### src/rtl/pic_pkg.sv
// pic_pkg: command codes, init-sequence state encoding and control-word bit positions for the 8259-style sequencer
package pic_pkg;

    localparam logic [2:0] CMD_NONE = 3'd0;
    localparam logic [2:0] CMD_ICW1 = 3'd1;
    localparam logic [2:0] CMD_ICW2 = 3'd2;
    localparam logic [2:0] CMD_ICW3 = 3'd3;
    localparam logic [2:0] CMD_ICW4 = 3'd4;
    localparam logic [2:0] CMD_OCW1 = 3'd5;
    localparam logic [2:0] CMD_OCW2 = 3'd6;
    localparam logic [2:0] CMD_OCW3 = 3'd7;

    localparam logic [2:0] ST_UNINIT    = 3'd0;
    localparam logic [2:0] ST_WAIT_ICW2 = 3'd1;
    localparam logic [2:0] ST_WAIT_ICW3 = 3'd2;
    localparam logic [2:0] ST_WAIT_ICW4 = 3'd3;
    localparam logic [2:0] ST_READY     = 3'd4;

    localparam int IC4     = 0;
    localparam int SNGL    = 1;
    localparam int ICW1_ID = 4;
    localparam int OCW3_ID = 3;

endpackage

### src/rtl/pic_bus_sync.sv
// pic_bus_sync: N-stage synchroniser with per-bit reset value; zero stages is a pass-through
module pic_bus_sync #(
    parameter int W = 1,
    parameter int STAGES = 2,
    parameter logic [W-1:0] RST_VAL = '0
) (
    input  logic         clk,
    input  logic         reset,
    input  logic [W-1:0] d,
    output logic [W-1:0] q
);

    generate
        if (STAGES == 0) begin : g_pass
            assign q = d;
        end else begin : g_sync
            logic [W-1:0] r [STAGES];
            always_ff @(posedge clk or negedge reset)
                if (!reset) begin
                    for (int i = 0; i < STAGES; i++) r[i] <= RST_VAL;
                end else begin
                    r[0] <= d;
                    for (int i = 1; i < STAGES; i++) r[i] <= r[i-1];
                end
            assign q = r[STAGES-1];
        end
    endgenerate

endmodule

### src/rtl/pic_rw_cmd_sequencer.sv
// pic_rw_cmd_sequencer: synchronised 8259 bus read/write front end with ICW/OCW decode sequencer
module pic_rw_cmd_sequencer
    import pic_pkg::*;
#(
    parameter int DATA_WIDTH = 8,
    parameter int SYNC_STAGES = 2
) (
    input  logic                  clk,
    input  logic                  reset,
    input  logic                  chip_select,
    input  logic                  read_enable,
    input  logic                  write_enable,
    input  logic                  A0,
    input  logic [DATA_WIDTH-1:0] data_in,
    output logic                  read_flag,
    output logic                  read_start,
    output logic                  read_a0,
    output logic                  write_flag,
    output logic [DATA_WIDTH-1:0] data_out,
    output logic                  cmd_valid,
    output logic [2:0]            cmd_code,
    output logic                  cmd_error,
    output logic                  init_done,
    output logic                  ic4_flag,
    output logic                  sngl_flag
);

    logic cs_s, rd_s, wr_s, a0_s;
    logic [DATA_WIDTH-1:0] d_s;
    logic wr_prev, cs_prev, det, hold_a0, icw1, err, rd_act;
    logic [DATA_WIDTH-1:0] hold_d;
    logic [2:0] state, nxt, code;

    pic_bus_sync #(
        .W(DATA_WIDTH + 4),
        .STAGES(SYNC_STAGES),
        .RST_VAL({3'b111, {(DATA_WIDTH + 1){1'b0}}})
    ) u_sync (
        .clk(clk),
        .reset(reset),
        .d({chip_select, read_enable, write_enable, A0, data_in}),
        .q({cs_s, rd_s, wr_s, a0_s, d_s})
    );

    assign rd_act = !cs_s && !rd_s && wr_s;

    // In READY an A0=0 word with D4 and D3 both set is rejected rather than restarting initialisation
    always_comb begin
        icw1 = !hold_a0 && hold_d[ICW1_ID] && !(state == ST_READY && hold_d[OCW3_ID]);
        nxt = state;
        code = CMD_NONE;
        err = 1'b0;
        if (icw1) begin
            nxt = ST_WAIT_ICW2;
            code = CMD_ICW1;
        end else if (state == ST_UNINIT || (!hold_a0 && state != ST_READY)) begin
            err = 1'b1;
        end else if (state == ST_READY) begin
            err = !hold_a0 && hold_d[ICW1_ID];
            code = hold_a0 ? CMD_OCW1 : hold_d[OCW3_ID] ? CMD_OCW3 : CMD_OCW2;
        end else begin
            code = state == ST_WAIT_ICW2 ? CMD_ICW2 : state == ST_WAIT_ICW3 ? CMD_ICW3 : CMD_ICW4;
            nxt = (state == ST_WAIT_ICW2 && !sngl_flag) ? ST_WAIT_ICW3 :
                  (state != ST_WAIT_ICW4 && ic4_flag) ? ST_WAIT_ICW4 : ST_READY;
        end
    end

    always_ff @(posedge clk or negedge reset)
        if (!reset) begin
            wr_prev <= 1'b1;
            cs_prev <= 1'b1;
            det <= 1'b0;
            hold_a0 <= 1'b0;
            hold_d <= '0;
            state <= ST_UNINIT;
            read_flag <= 1'b0;
            read_start <= 1'b0;
            read_a0 <= 1'b0;
            write_flag <= 1'b0;
            data_out <= '0;
            cmd_valid <= 1'b0;
            cmd_code <= CMD_NONE;
            cmd_error <= 1'b0;
            init_done <= 1'b0;
            ic4_flag <= 1'b0;
            sngl_flag <= 1'b0;
        end else begin
            wr_prev <= wr_s;
            cs_prev <= cs_s;
            det <= !wr_prev && wr_s && !cs_prev;
            if (!wr_s && !cs_s) begin
                hold_d <= d_s;
                hold_a0 <= a0_s;
            end
            read_flag <= rd_act;
            read_start <= rd_act && !read_flag;
            if (rd_act && !read_flag) read_a0 <= a0_s;
            write_flag <= det;
            cmd_valid <= det && !err;
            cmd_error <= det && err;
            init_done <= state == ST_READY;
            if (det) begin
                data_out <= hold_d;
                cmd_code <= err ? CMD_NONE : code;
                state <= nxt;
                if (icw1) begin
                    ic4_flag <= hold_d[IC4];
                    sngl_flag <= hold_d[SNGL];
                end
            end
        end

endmodule

### config.mk
export PLATFORM = sky130hd
export DESIGN_NAME = pic_rw_cmd_sequencer
export DESIGN_NICKNAME = d
export VERILOG_FILES = /design/src/rtl/pic_pkg.sv /design/src/rtl/pic_bus_sync.sv /design/src/rtl/pic_rw_cmd_sequencer.sv
export SDC_FILE = /design/constraint.sdc
export NUM_CORES = 1
export LEC_CHECK = 0
export BUFFER_PORTS_ARGS = -buffer_cell sky130_fd_sc_hd__buf_2
export CAP_MARGIN = 25
export CORE_MARGIN = 4
export CORE_UTILIZATION = 54
export DETAILED_ROUTE_END_ITERATION = 10
export MAX_ROUTING_LAYER = met4
export PLACE_DENSITY = 0.87
export SLEW_MARGIN = 20
export SYNTH_ARGS = -nofsm -noshare
export SYNTH_HDL_FRONTEND = slang
export SYNTH_SLANG_ARGS = --single-unit
### constraint.sdc
create_clock -name clk -period 1.5 [get_ports clk]
set_input_delay 0.15 -clock clk [delete_from_list [all_inputs] [get_ports clk]]
set_output_delay 0.15 -clock clk [all_outputs]
set_load 0.02 [all_outputs]
Word-level counts from Yosys, hierarchy flattened:

Cells that the tools add are included.

* reductions and logical operators: 28
* multiplexer cells: 16
* equal/unequal tests: 7

Operators by type and width (number)
* 3-bit two-way mux: 11
* 1-bit logical AND: 14
* 1-bit zero test: 10
* 1-bit two-way mux: 4
* 2-bit inequality test (second input constant): 2
* 3-bit by 1-bit equality test with 1-bit output (second input constant): 1
* 3-bit by 2-bit equality test with 1-bit output (second input constant): 1
* 3-bit equality test (second input constant): 1
* 3-bit zero test: 1
* 3-bit by 2-bit inequality test with 1-bit output (second input constant): 1
* 3-bit inequality test (second input constant): 1
* 3-bit AND reduction: 1
* 2-bit two-way mux: 1
* 2-bit AND reduction: 1
* 1-bit logical OR: 1

* output and inout port bits: 20
* register bits after elaboration: 59

Logic depth before layout (Yosys ltp):

* word-level depth: 7
* depth in mapped cells: 4

By module:

A second synthesis with hierarchy kept.

* cell total of the unflattened synthesis: 146
* area, all modules: 2165.8 um2

Modules (own cells, without submodules)
* pic_rw_cmd_sequencer: cells each 110, times used 1, area each 1467.7 um2
* pic_bus_sync: cells each 36, times used 1, area each 698.2 um2

Least setup slack after synthesis:

Ideal clock, no wire load.

* kind: register -> register
* from: reg u_sync.g_sync.r, in the netlist u_sync.q[9]
* to: reg read_a0
* arrival: 1.199 ns
* clock period less this slack: 1.324 ns
* required time: 1.375 ns
* stages on the path, launching flop included: 4
* slack: 0.176 ns
* path buffers: 0
* cell sequence: dfstp_2 nor3b_1 and2b_1 mux2_2

* longest elaborated chain between the ends: 2

RTL lines
* start, declared: RTL line pic_bus_sync.sv:17 `logic [W-1:0] r [STAGES];`
* 1-bit logical AND: RTL line pic_rw_cmd_sequencer.sv:45 `assign rd_act = !cs_s && !rd_s && wr_s;`
* named net rd_act: RTL line pic_rw_cmd_sequencer.sv:30 `logic wr_prev, cs_prev, det, hold_a0, icw1, err, rd_act;`
* 1-bit logical AND: RTL line pic_rw_cmd_sequencer.sv:97 `if (rd_act && !read_flag) read_a0 <= a0_s;`
* end signal, assigned: RTL line pic_rw_cmd_sequencer.sv:97
* end, declared: RTL line pic_rw_cmd_sequencer.sv:17 `output logic read_a0,`

The timed path passes the listed nets, and every way through them passes these cells.
A chain may end at the register's enable or synchronous reset.

Worst setup path after layout:

Ends and elaborated chain as after synthesis.

==> results.toml <==
[outcome]
run_status = "finished, final reports clean"

[cells_and_area]
diodes = 0
final_common_cell = "dfrtp_1"
layout_common_cells = "51 x dfrtp_1, 33 x buf_2, 20 x mux2_2"
finalNetCount = 201
area_delta_synth_final_pct = 27.37
drive_above_1_share = 0.4531

[logic_synthesis]
ys_ff_latch = 59
synth-edff-count = 0
synth_top_flop_cell = "dfrtp_1"
syn_avg_cell_area_um2 = 15.98
synthDistinctLibCells = 38
syn-num-nets = 143
async_flop_share = 1.000
synth-seq-area-share = 0.7209
syn-instance-count = 129
yosysWarnings = 0
syn_area_um2 = 2062

[clock_network]
path_clk_slew_ns = 0.06
clk_latency_ns = 0.32
cts_tree = "built"
clockRootBuffer = "clkbuf_8"
htreeDepth = 3
cts_buffers = 9
cts.sinks = 59
cts_setup_buffers = 0
clockBufferDepth = 2

[floorplan]
die_area_um2 = 4871
pin_count = 34
rows = 22
dieHeight_um = 69.80
initial_utilization = 0.5590
fp.coreArea_um2 = 3689
die_w_um = 69.80

[pwr]
power_leakage_nw = 1.218
power_density_nw_per_um2 = 1475
clockPowerShare = 0.315
combPwrFrac = 0.188
intPower_mw = 2.821
p_total_mw = 3.873
pwr-share-seq = 0.497
p_sw_mw = 1.052
switching_share = 0.2716
vdd_drop_max_uv = 902.3

[drt]
antenna_left = 0
num_vias = 1237
via_per_inst = 5.154
drc = 0
wl_per_cell_um = 15.13
drt_first_iter_violations = 116
finalWirelength_um = 3631
dr.pass1.iters = 4

[job]
cap_viol_max_count = 0

[place]
dpl.hpwl_um = 2461
numPortBuffers = 33
place_congestion = 0.7256

[critical_path]
cp.arrival_ns = 1.59
required_ns = 1.70
criticalPathCategory = "register to register"
start_kind = "register"
end_kind = "register"
crit_path_max_fanout = 4

[grt]
grt_max_degree = 30
grt_pass1_wl_um = 6423
antenna_found_initial = 0
grt_pass1_vias = 1357
grt_overflow = 0
track_usage = 0.1810

[timing]
slew_headroom = 0.6832
period_needed_ns = 1.382
final-setup-viol-count = 0
fin_crit_sh = 0.9214
fmaxAchievable_mhz = 723.5
grt_setup_unrepaired = "no"
fin_tns_setup_ns = 0
drv_slew = 0
skew_ns = 0.006048
finalHoldViolCount = 0
worst_pin_slew_ns = 0.4752

[min_path]
min_path_type = "input port to asynchronous set/reset pin"
[cells by family after synthesis]
group | share of synthesized area
mux | 0.1141
flops | 0.7209
xor+xnor | 0.004248
compound gates | 0.07464
buf+inv | 0.02002
simple gates | 0.06614
[power groups by stage]
stage          registers (mW)  clock network, mW  logic (mW)
5_1_grt                  1.95               1.36       0.796
2_1_floorplan            2.08                  0       0.303
6_report                 1.93               1.22       0.727
4_1_cts                  1.93               1.27       0.736
3_3_place_gp             1.94                  0       0.681
3_5_place_dp             1.96                  0       0.707
[per-layer routing]
metal  track usage  vias up  share of wire
met5             -        -              0
met4        0.1064        0          0.031
met3       0.07101       16          0.059
met2        0.2739       44           0.51
met1        0.2031      610           0.40
li1              -      567              -
[state kept, by name (all words and copies together) (netlist names), 3 cells and up]
signal           cells
u_sync.g_sync.r     12
state                3
cmd_code             3
u_sync.q            12
hold_d               8
data_out             8
[path summary, 6_finish.rpt]
kind                                           from                   to  depth (start not counted)  slack [ns]
worst max register to register          u_sync.q[9]              read_a0                          3        0.12
worst min register to register  u_sync.g_sync.r[19]          u_sync.q[7]                          0        0.35
worst max-delay path                    u_sync.q[9]              read_a0                          3        0.12
worst min-delay path                          reset                  det                          2        0.32
max in group asynchronous                     reset  u_sync.g_sync.r[23]                          3        0.57
min in group clk                u_sync.g_sync.r[19]          u_sync.q[7]                          0        0.35
[layout make-up]
cell class,instances,area [um2]
Multi-Input combinational cell,62,539.3
Tap cell,48,60.06
Inverter,2,7.507
Sequential cell,59,1486
Timing Repair Buffer,53,360.3
Fill cell,247,1062
Clock inverter,2,10.01
Clock buffer,14,162.7
[stage by stage]
stage | area (um2) | setup WS (ns) | hold WS (ns) | instances | util
3_5_place_dp | 2318 | 0.05833 | 0.1377 | 211 | 0.6286
2_1_floorplan | 2062 | 0.1763 | -0.1456 | 129 | -
6_report | 2626 | 0.1179 | 0.3236 | 240 | 0.7120
3_3_place_gp | 2318 | 0.1541 | 0.1196 | 211 | 0.6286
4_1_cts | 2621 | 0.02100 | 0.3229 | 240 | 0.7107
5_1_grt | 2626 | 0.03935 | 0.3533 | 240 | 0.7120
[critical path, stage by stage, from the launching register on]
cell,delay [ns]
dfstp_2,0.55
nor3b_2,0.21
and2b_1,0.17
mux2_2,0.33
[Yosys cell counts, drive strengths merged (2+ instances only)]
cell type	n	area (um2)
a211oi	2	20.02
nand3	2	10.01
nor2b	3	18.77
nor2	5	21.27
o21ai	3	15.01
nor3b	4	35.03
dfrtp	51	1276
and2b	2	15.01
dfstp	8	210.2
clkbuf	3	12.51
inv	2	7.510
buf	3	21.27
nand2	2	7.510
mux2	20	225.2
[what timing repair did]
| action | in CTS | in global routing |
|---|---|---|
| hold buffers | 13 | 0 |
| endpoints found under the hold margin | 26 | 0 |
| resized for setup | 0 | 1 |
| setup endpoints to repair | 0 | 1 |
(Power assumes the default switching activity.)
